**src/rtl/uart_rx.sv**
```systemverilog
// UART receiver: synchronises rx_i, qualifies the start bit, samples mid-bit,
// and hands each 5-8 bit character to a one-entry valid/ready output register.
module uart_rx #(
  parameter int SYNC_STAGES = 2
) (
  input  logic        clk_i,
  input  logic        rst_i,
  input  logic        rx_i,
  output logic        busy_o,
  input  logic        cfg_en_i,
  input  logic [15:0] cfg_div_i,
  input  logic        cfg_parity_en_i,
  input  logic [1:0]  cfg_parity_sel_i,
  input  logic [1:0]  cfg_bits_i,
  input  logic        cfg_stop_bits_i,
  output logic [7:0]  rx_data_o,
  output logic        rx_valid_o,
  input  logic        rx_ready_i,
  output logic        err_parity_o,
  output logic        err_frame_o,
  output logic        err_overrun_o,
  input  logic        err_clr_i,
  output logic [2:0]  dbg_state_o
);

  typedef enum logic [2:0] {
    S_IDLE   = 3'd0,
    S_START  = 3'd1,
    S_DATA   = 3'd2,
    S_PARITY = 3'd3,
    S_STOP1  = 3'd4,
    S_STOP2  = 3'd5
  } state_t;

  state_t            state;
  logic [SYNC_STAGES-1:0] sync_q;
  logic              rs;
  logic              rs_q;
  logic              fall;
  logic [15:0]       cnt;
  logic [2:0]        bit_cnt;
  logic [2:0]        last_bit;
  logic [7:0]        data_q;
  logic              acc_q;
  logic              perr_q;
  logic              ferr_q;
  logic              done_q;
  logic              exp_par;
  logic              mid_tick;
  logic              bit_tick;
  logic              load;

  always_ff @(posedge clk_i or posedge rst_i) begin
    if (rst_i) sync_q <= '1;
    else       sync_q <= {sync_q[SYNC_STAGES-2:0], rx_i};
  end

  assign rs       = sync_q[SYNC_STAGES-1];
  assign fall     = rs_q & ~rs;
  assign mid_tick = (cnt == (cfg_div_i >> 1));
  assign bit_tick = (cnt == cfg_div_i);
  // Index of the final data bit: 8 bits -> 7, 7 -> 6, 6 -> 5, 5 -> 4.
  assign last_bit = ~{1'b0, cfg_bits_i};

  always_comb begin
    exp_par = 1'b0;
    case (cfg_parity_sel_i)
      2'b00: exp_par = ~acc_q;
      2'b01: exp_par = acc_q;
      2'b10: exp_par = 1'b0;
      2'b11: exp_par = 1'b1;
      default: exp_par = 1'b0;
    endcase
  end

  always_ff @(posedge clk_i or posedge rst_i) begin
    if (rst_i) begin
      state   <= S_IDLE;
      cnt     <= '0;
      bit_cnt <= '0;
      data_q  <= '0;
      acc_q   <= 1'b0;
      perr_q  <= 1'b0;
      ferr_q  <= 1'b0;
      done_q  <= 1'b0;
      rs_q    <= 1'b1;
    end else begin
      rs_q   <= rs;
      done_q <= 1'b0;
      if (!cfg_en_i) begin
        state <= S_IDLE;
        cnt   <= '0;
      end else begin
        case (state)
          S_IDLE: begin
            cnt <= '0;
            if (fall) state <= S_START;
          end
          S_START: begin
            if (mid_tick) begin
              cnt <= '0;
              if (!rs) begin
                state   <= S_DATA;
                bit_cnt <= '0;
                data_q  <= '0;
                acc_q   <= 1'b0;
                perr_q  <= 1'b0;
                ferr_q  <= 1'b0;
              end else begin
                state <= S_IDLE;
              end
            end else begin
              cnt <= cnt + 16'd1;
            end
          end
          S_DATA: begin
            if (bit_tick) begin
              cnt             <= '0;
              data_q[bit_cnt] <= rs;
              acc_q           <= acc_q ^ rs;
              bit_cnt         <= bit_cnt + 3'd1;
              if (bit_cnt == last_bit) state <= cfg_parity_en_i ? S_PARITY : S_STOP1;
            end else begin
              cnt <= cnt + 16'd1;
            end
          end
          S_PARITY: begin
            if (bit_tick) begin
              cnt    <= '0;
              perr_q <= (rs != exp_par);
              state  <= S_STOP1;
            end else begin
              cnt <= cnt + 16'd1;
            end
          end
          S_STOP1: begin
            if (bit_tick) begin
              cnt <= '0;
              if (!rs) ferr_q <= 1'b1;
              if (cfg_stop_bits_i) begin
                state <= S_STOP2;
              end else begin
                state  <= S_IDLE;
                done_q <= 1'b1;
              end
            end else begin
              cnt <= cnt + 16'd1;
            end
          end
          S_STOP2: begin
            if (bit_tick) begin
              cnt    <= '0;
              if (!rs) ferr_q <= 1'b1;
              state  <= S_IDLE;
              done_q <= 1'b1;
            end else begin
              cnt <= cnt + 16'd1;
            end
          end
          default: begin
            state <= S_IDLE;
            cnt   <= '0;
          end
        endcase
      end
    end
  end

  // Handshake: a byte transfers on any cycle with rx_valid_o & rx_ready_i; until
  // then rx_data_o is held. A completing frame may refill the register in that same cycle.
  assign load = done_q & (~rx_valid_o | rx_ready_i);

  always_ff @(posedge clk_i or posedge rst_i) begin
    if (rst_i) begin
      rx_data_o     <= '0;
      rx_valid_o    <= 1'b0;
      err_parity_o  <= 1'b0;
      err_frame_o   <= 1'b0;
      err_overrun_o <= 1'b0;
    end else begin
      if (load) begin
        rx_data_o  <= data_q;
        rx_valid_o <= 1'b1;
      end else if (rx_valid_o && rx_ready_i) begin
        rx_valid_o <= 1'b0;
      end
      err_parity_o  <= err_clr_i ? 1'b0 : (err_parity_o  | (load & perr_q));
      err_frame_o   <= err_clr_i ? 1'b0 : (err_frame_o   | (load & ferr_q));
      err_overrun_o <= err_clr_i ? 1'b0 : (err_overrun_o | (done_q & ~load));
    end
  end

  assign busy_o      = (state != S_IDLE);
  assign dbg_state_o = state;

endmodule

```
**config.mk**
```make
export PLATFORM = sky130hd
export DESIGN_NAME = uart_rx
export DESIGN_NICKNAME = d
export VERILOG_FILES = /design/src/rtl/uart_rx.sv
export SDC_FILE = /design/constraint.sdc
export NUM_CORES = 1
export LEC_CHECK = 0
export ABC_AREA = 1
export CAP_MARGIN = 30
export CORE_ASPECT_RATIO = 1.25
export CORE_MARGIN = 1.5
export CORE_UTILIZATION = 35
export DETAILED_ROUTE_END_ITERATION = 6
export HOLD_SLACK_MARGIN = 0.12
export PLACE_DENSITY_LB_ADDON = 0.2
export SLEW_MARGIN = 25
export SYNTH_ARGS = -nofsm -noshare
export SYNTH_HDL_FRONTEND = slang
export SYNTH_SLANG_ARGS = --single-unit
```
**constraint.sdc**
```tcl
create_clock -name clk_i -period 3.75 [get_ports clk_i]
set_clock_uncertainty 0.2 [all_clocks]
set_input_delay 0.375 -clock clk_i [delete_from_list [all_inputs] [get_ports clk_i]]
set_output_delay 0.375 -clock clk_i [all_outputs]
set_load 0.02 [all_outputs]
```
==> run_results.csv <==
group,metric,value,unit
sta,finalHoldWorstSlack,0.1592,ns
worst_setup_path,cp_data_arrival_time,2.47,ns
worst_setup_path,worstSetupEndpointType,"flop",
min_path,min_path_cells,0,
power_and_ir_drop,power_frac_seq,0.473,
floorplanning,initial_core_util,0.3662,
sta,finalSetupViolCount,0,
floorplanning,fp.dieH,107.4,um
route,vias,2795,
finish,final_area,3642,sq um
clock_network,cts_buffer_depth,2,
route,drt_wl_total,6589,um
floorplanning,fp.dieArea,9292,sq um
yosys,syn_inst,454,
floorplanning,rows,37,
power_and_ir_drop,p_clk_frac,0.261,
finish,nFillCells,894,
sta,hold_viol,0,
placed_design,dp_slack,0.9687,ns
yosys,ys_seq_elements,49,
finish,num_antenna_cells,0,
worst_setup_path,critPathKind,"in2reg",
global_route,grt_pass1_wl,11620,um
sta,fin_crit_sh,0.6592,
finish,area_growth,19.35,%
global_route,grt_overflow,0,
sta,maxClockFrequency,404.6,MHz
clock_network,cts_tree,"done",
yosys,synth_area_per_cell,6.722,sq um
worst_setup_path,critical_path_required,3.75,ns
sta,layout_min_cycle_time,2.472,ns
sta,tns,0,ns
clock_network,cts_setup_buffers,0,
worst_setup_path,start_kind,"input port",
sta,timing.final.ws_setup,1.278,ns
route,first_pass_iters,4,
yosys,yosysSeqAreaShare,0.4030,
yosys,netlist_area,3052,sq um
yosys,synth_top_area_share,0.3772,
global_route,antenna_found_initial,0,
power_and_ir_drop,total_power,1.220,mW
clock_network,clk_pin_slew_worst_paths,0.08,ns
flow_run,drv_cap,0,
yosys,syn_nets,485,
yosys,synth_top_cell_by_area,"dfrtp_1",
clock_network,cts_inserted_buffers,5,
yosys,yosysUniqueCellTypes,31,
sta,relSlewSlack,0.5387,
floorplanning,ios,44,
worst_setup_path,critPathMaxFanout,22,
power_and_ir_drop,p_comb_frac,0.266,
route,drt_iter0_drc,84,
placed_design,port_buffers,43,
route,avgViaCountPerCell,4.721,
clock_network,ctsHoldBuffers,0,
worst_setup_path,r2r_cells,10,
sta,report.final.slew_viol_count,0,
power_and_ir_drop,power_switching,0.4087,mW
finish,fin_nets,526,
floorplanning,fp.dieW,86.52,um
finish,drive_above_1_share,0.06465,
route,wl_per_cell,11.13,um
placed_design,hpwlAfterDp,5016,um
placed_design,gp_congestion,0.8265,
power_and_ir_drop,powerDensity,334.9,nW/um^2
power_and_ir_drop,peakVddDrop,0.0001847,V
clock_network,cts-resized-gates,0,
power_and_ir_drop,swShare,0.3350,
status,status,"completed",
global_route,grt_use_total,0.1548,
global_route,grt_pass1_vias,2685,
route,ant_nets,0,
clock_network,cts.sinks,49,
power_and_ir_drop,internal_power,0.8112,mW
worst_setup_path,critPathSlowestCell,"nand2_1",
yosys,yosys_warnings,0,
placed_design,place_area,3556,sq um
floorplanning,coreArea,8333,sq um
worst_setup_path,cp_slowest_stage_delay,0.52,ns
sta,tightest_slew,0.6903,ns
yosys,synth.area.top_cells,"dfrtp_1 38%, nand2_1 23%, inv_1 5.8%, nor2_1 5.4%, nand4_1 3.3%",
clock_network,clk_latency,0.31,ns
route,drcViolationCount,0,
sta,rsz0062_at_grt,"false",
worst_setup_path,crit_top_cell,"nand2_1",
clock_network,htree_num_levels,2,
worst_setup_path,cp_cell_sequence,"clkdlybuf4s50_1 > inv_1 > nand2_1 > nand2_1 > nor2_1 > nand2_1 > nor2_1 > nand3_1 > nand2_1 > nand2_1 > nand2_1 > o21ai_1",
clock_network,cts_root_buffer,"clkbuf_8",
global_route,grt_max_degree,50,
min_path,hold_class,"reg2reg",
power_and_ir_drop,p_leak,1.777,nW
## worst max-delay path, delay by kind of cell
kind | cells | cell delay (ns)
AO/OA/AOI/OAI | 1 | 0.06
AND/OR/NAND/NOR | 9 | 1.45
buffers and inverters | 2 | 0.56
## cell families (layout without fill, tap and decap cells)
kind of cell / Yosys count / in the layout / share of synthesized area
simple gates: 301 / 301 / 0.4153
buf+inv: 65 / 106 / 0.08528
flops: 49 / 49 / 0.4030
compound gates: 22 / 22 / 0.04387
xor+xnor: 14 / 14 / 0.04018
fa+ha+maj: 3 / 3 / 0.01230
## per-layer routing
| layer | vias to the layer above | track usage | part of all wire |
|---|---|---|---|
| met4 | 0 | 0.04493 | 0.014 |
| met2 | 35 | 0.2734 | 0.50 |
| li1 | 1490 | - | - |
| met1 | 1264 | 0.1931 | 0.46 |
| met5 | - | 0 | 0 |
| met3 | 6 | 0.02377 | 0.029 |
## cells in the final DEF (no fill, tap or decap), types with 6 or more instances in the layout
master,synthesis,routed
a21oi_1,7,7
clkbuf_8,0,6
clkdlybuf4s50_1,0,43
dfrtp_1,46,46
inv_1,47,46
inv_2,8,8
nand2_1,191,191
nand3_1,19,19
nand4_1,16,16
nor2_1,44,44
nor3_1,18,18
o21ai_0,7,7
or2_2,6,6
xor2_1,10,10
## cell usage after synthesis
cell      instances
nand2_1         191
inv_1            47
dfrtp_1          46
nor2_1           44
nand3_1          19
nor3_1           18
nand4_1          16
xor2_1           10
inv_2             8
a21oi_1           7
o21ai_0           7
or2_2             6
clkbuf_1          5
xnor2_1           4
dfstp_2           3
ha_1              3
nor2_2            3
a31oi_1           2
buf_4             2
o21a_1            2
a21boi_0          1
a21oi_4           1
buf_2             1
buf_6             1
clkinv_1          1
nand2_2           1
nand3_2           1
nor2_4            1
nor3_4            1
o211ai_1          1
o21ai_1           1
## worst paths after layout
check	startpoint	to	slack, ns
max in group asynchronous	rst_i	cnt[6]	2.66
worst min register to register	sync_q[0]	sync_q[1]	0.16
worst max-delay path	cfg_div_i[13]	bit_cnt[1]	1.28
worst max register to register	cnt[14]	bit_cnt[1]	1.34
min in group asynchronous	rst_i	cnt[14]	0.28
worst min-delay path	sync_q[0]	sync_q[1]	0.16
## registers in the layout (all words and copies together), names as in the netlist
| register | count |
|---|---|
| err_overrun_o | 1 |
| rx_valid_o | 1 |
| dbg_state_o | 3 |
| bit_cnt | 3 |
| rx_data_o | 8 |
| ferr_q | 1 |
| err_parity_o | 1 |
| sync_q | 2 |
| acc_q | 1 |
| err_frame_o | 1 |
| cnt | 16 |
| data_q | 8 |
| rs_q | 1 |
| perr_q | 1 |
| done_q | 1 |
## through the flow
stage | utilization | cells
CTS | 0.4371 | 592
global route | 0.4371 | 592
detailed placement | 0.4267 | 585
finish | 0.4371 | 592
floorplan | - | 454
global placement | 0.4264 | 585
## power groups by stage
stage | Clock [mW] | Sequential, mW | Combinational, mW
6_report | 0.319 | 0.577 | 0.324
5_1_grt | 0.346 | 0.581 | 0.375
4_1_cts | 0.326 | 0.577 | 0.329
3_5_place_dp | 0 | 0.587 | 0.328
3_3_place_gp | 0 | 0.587 | 0.324
2_1_floorplan | 0 | 0.584 | 0.239
## layout make-up
cell class / instances / area (sq um) / area share
tap: 97 / 121.4 / 0.03332
inverter: 56 / 212.7 / 0.05840
timing repair buffer: 43 / 430.4 / 0.1182
multi-input combinational: 340 / 1562 / 0.4287
sequential: 49 / 1230 / 0.3377
clock buffer: 7 / 86.33 / 0.02370
Power figures use the tool's default switching activity.
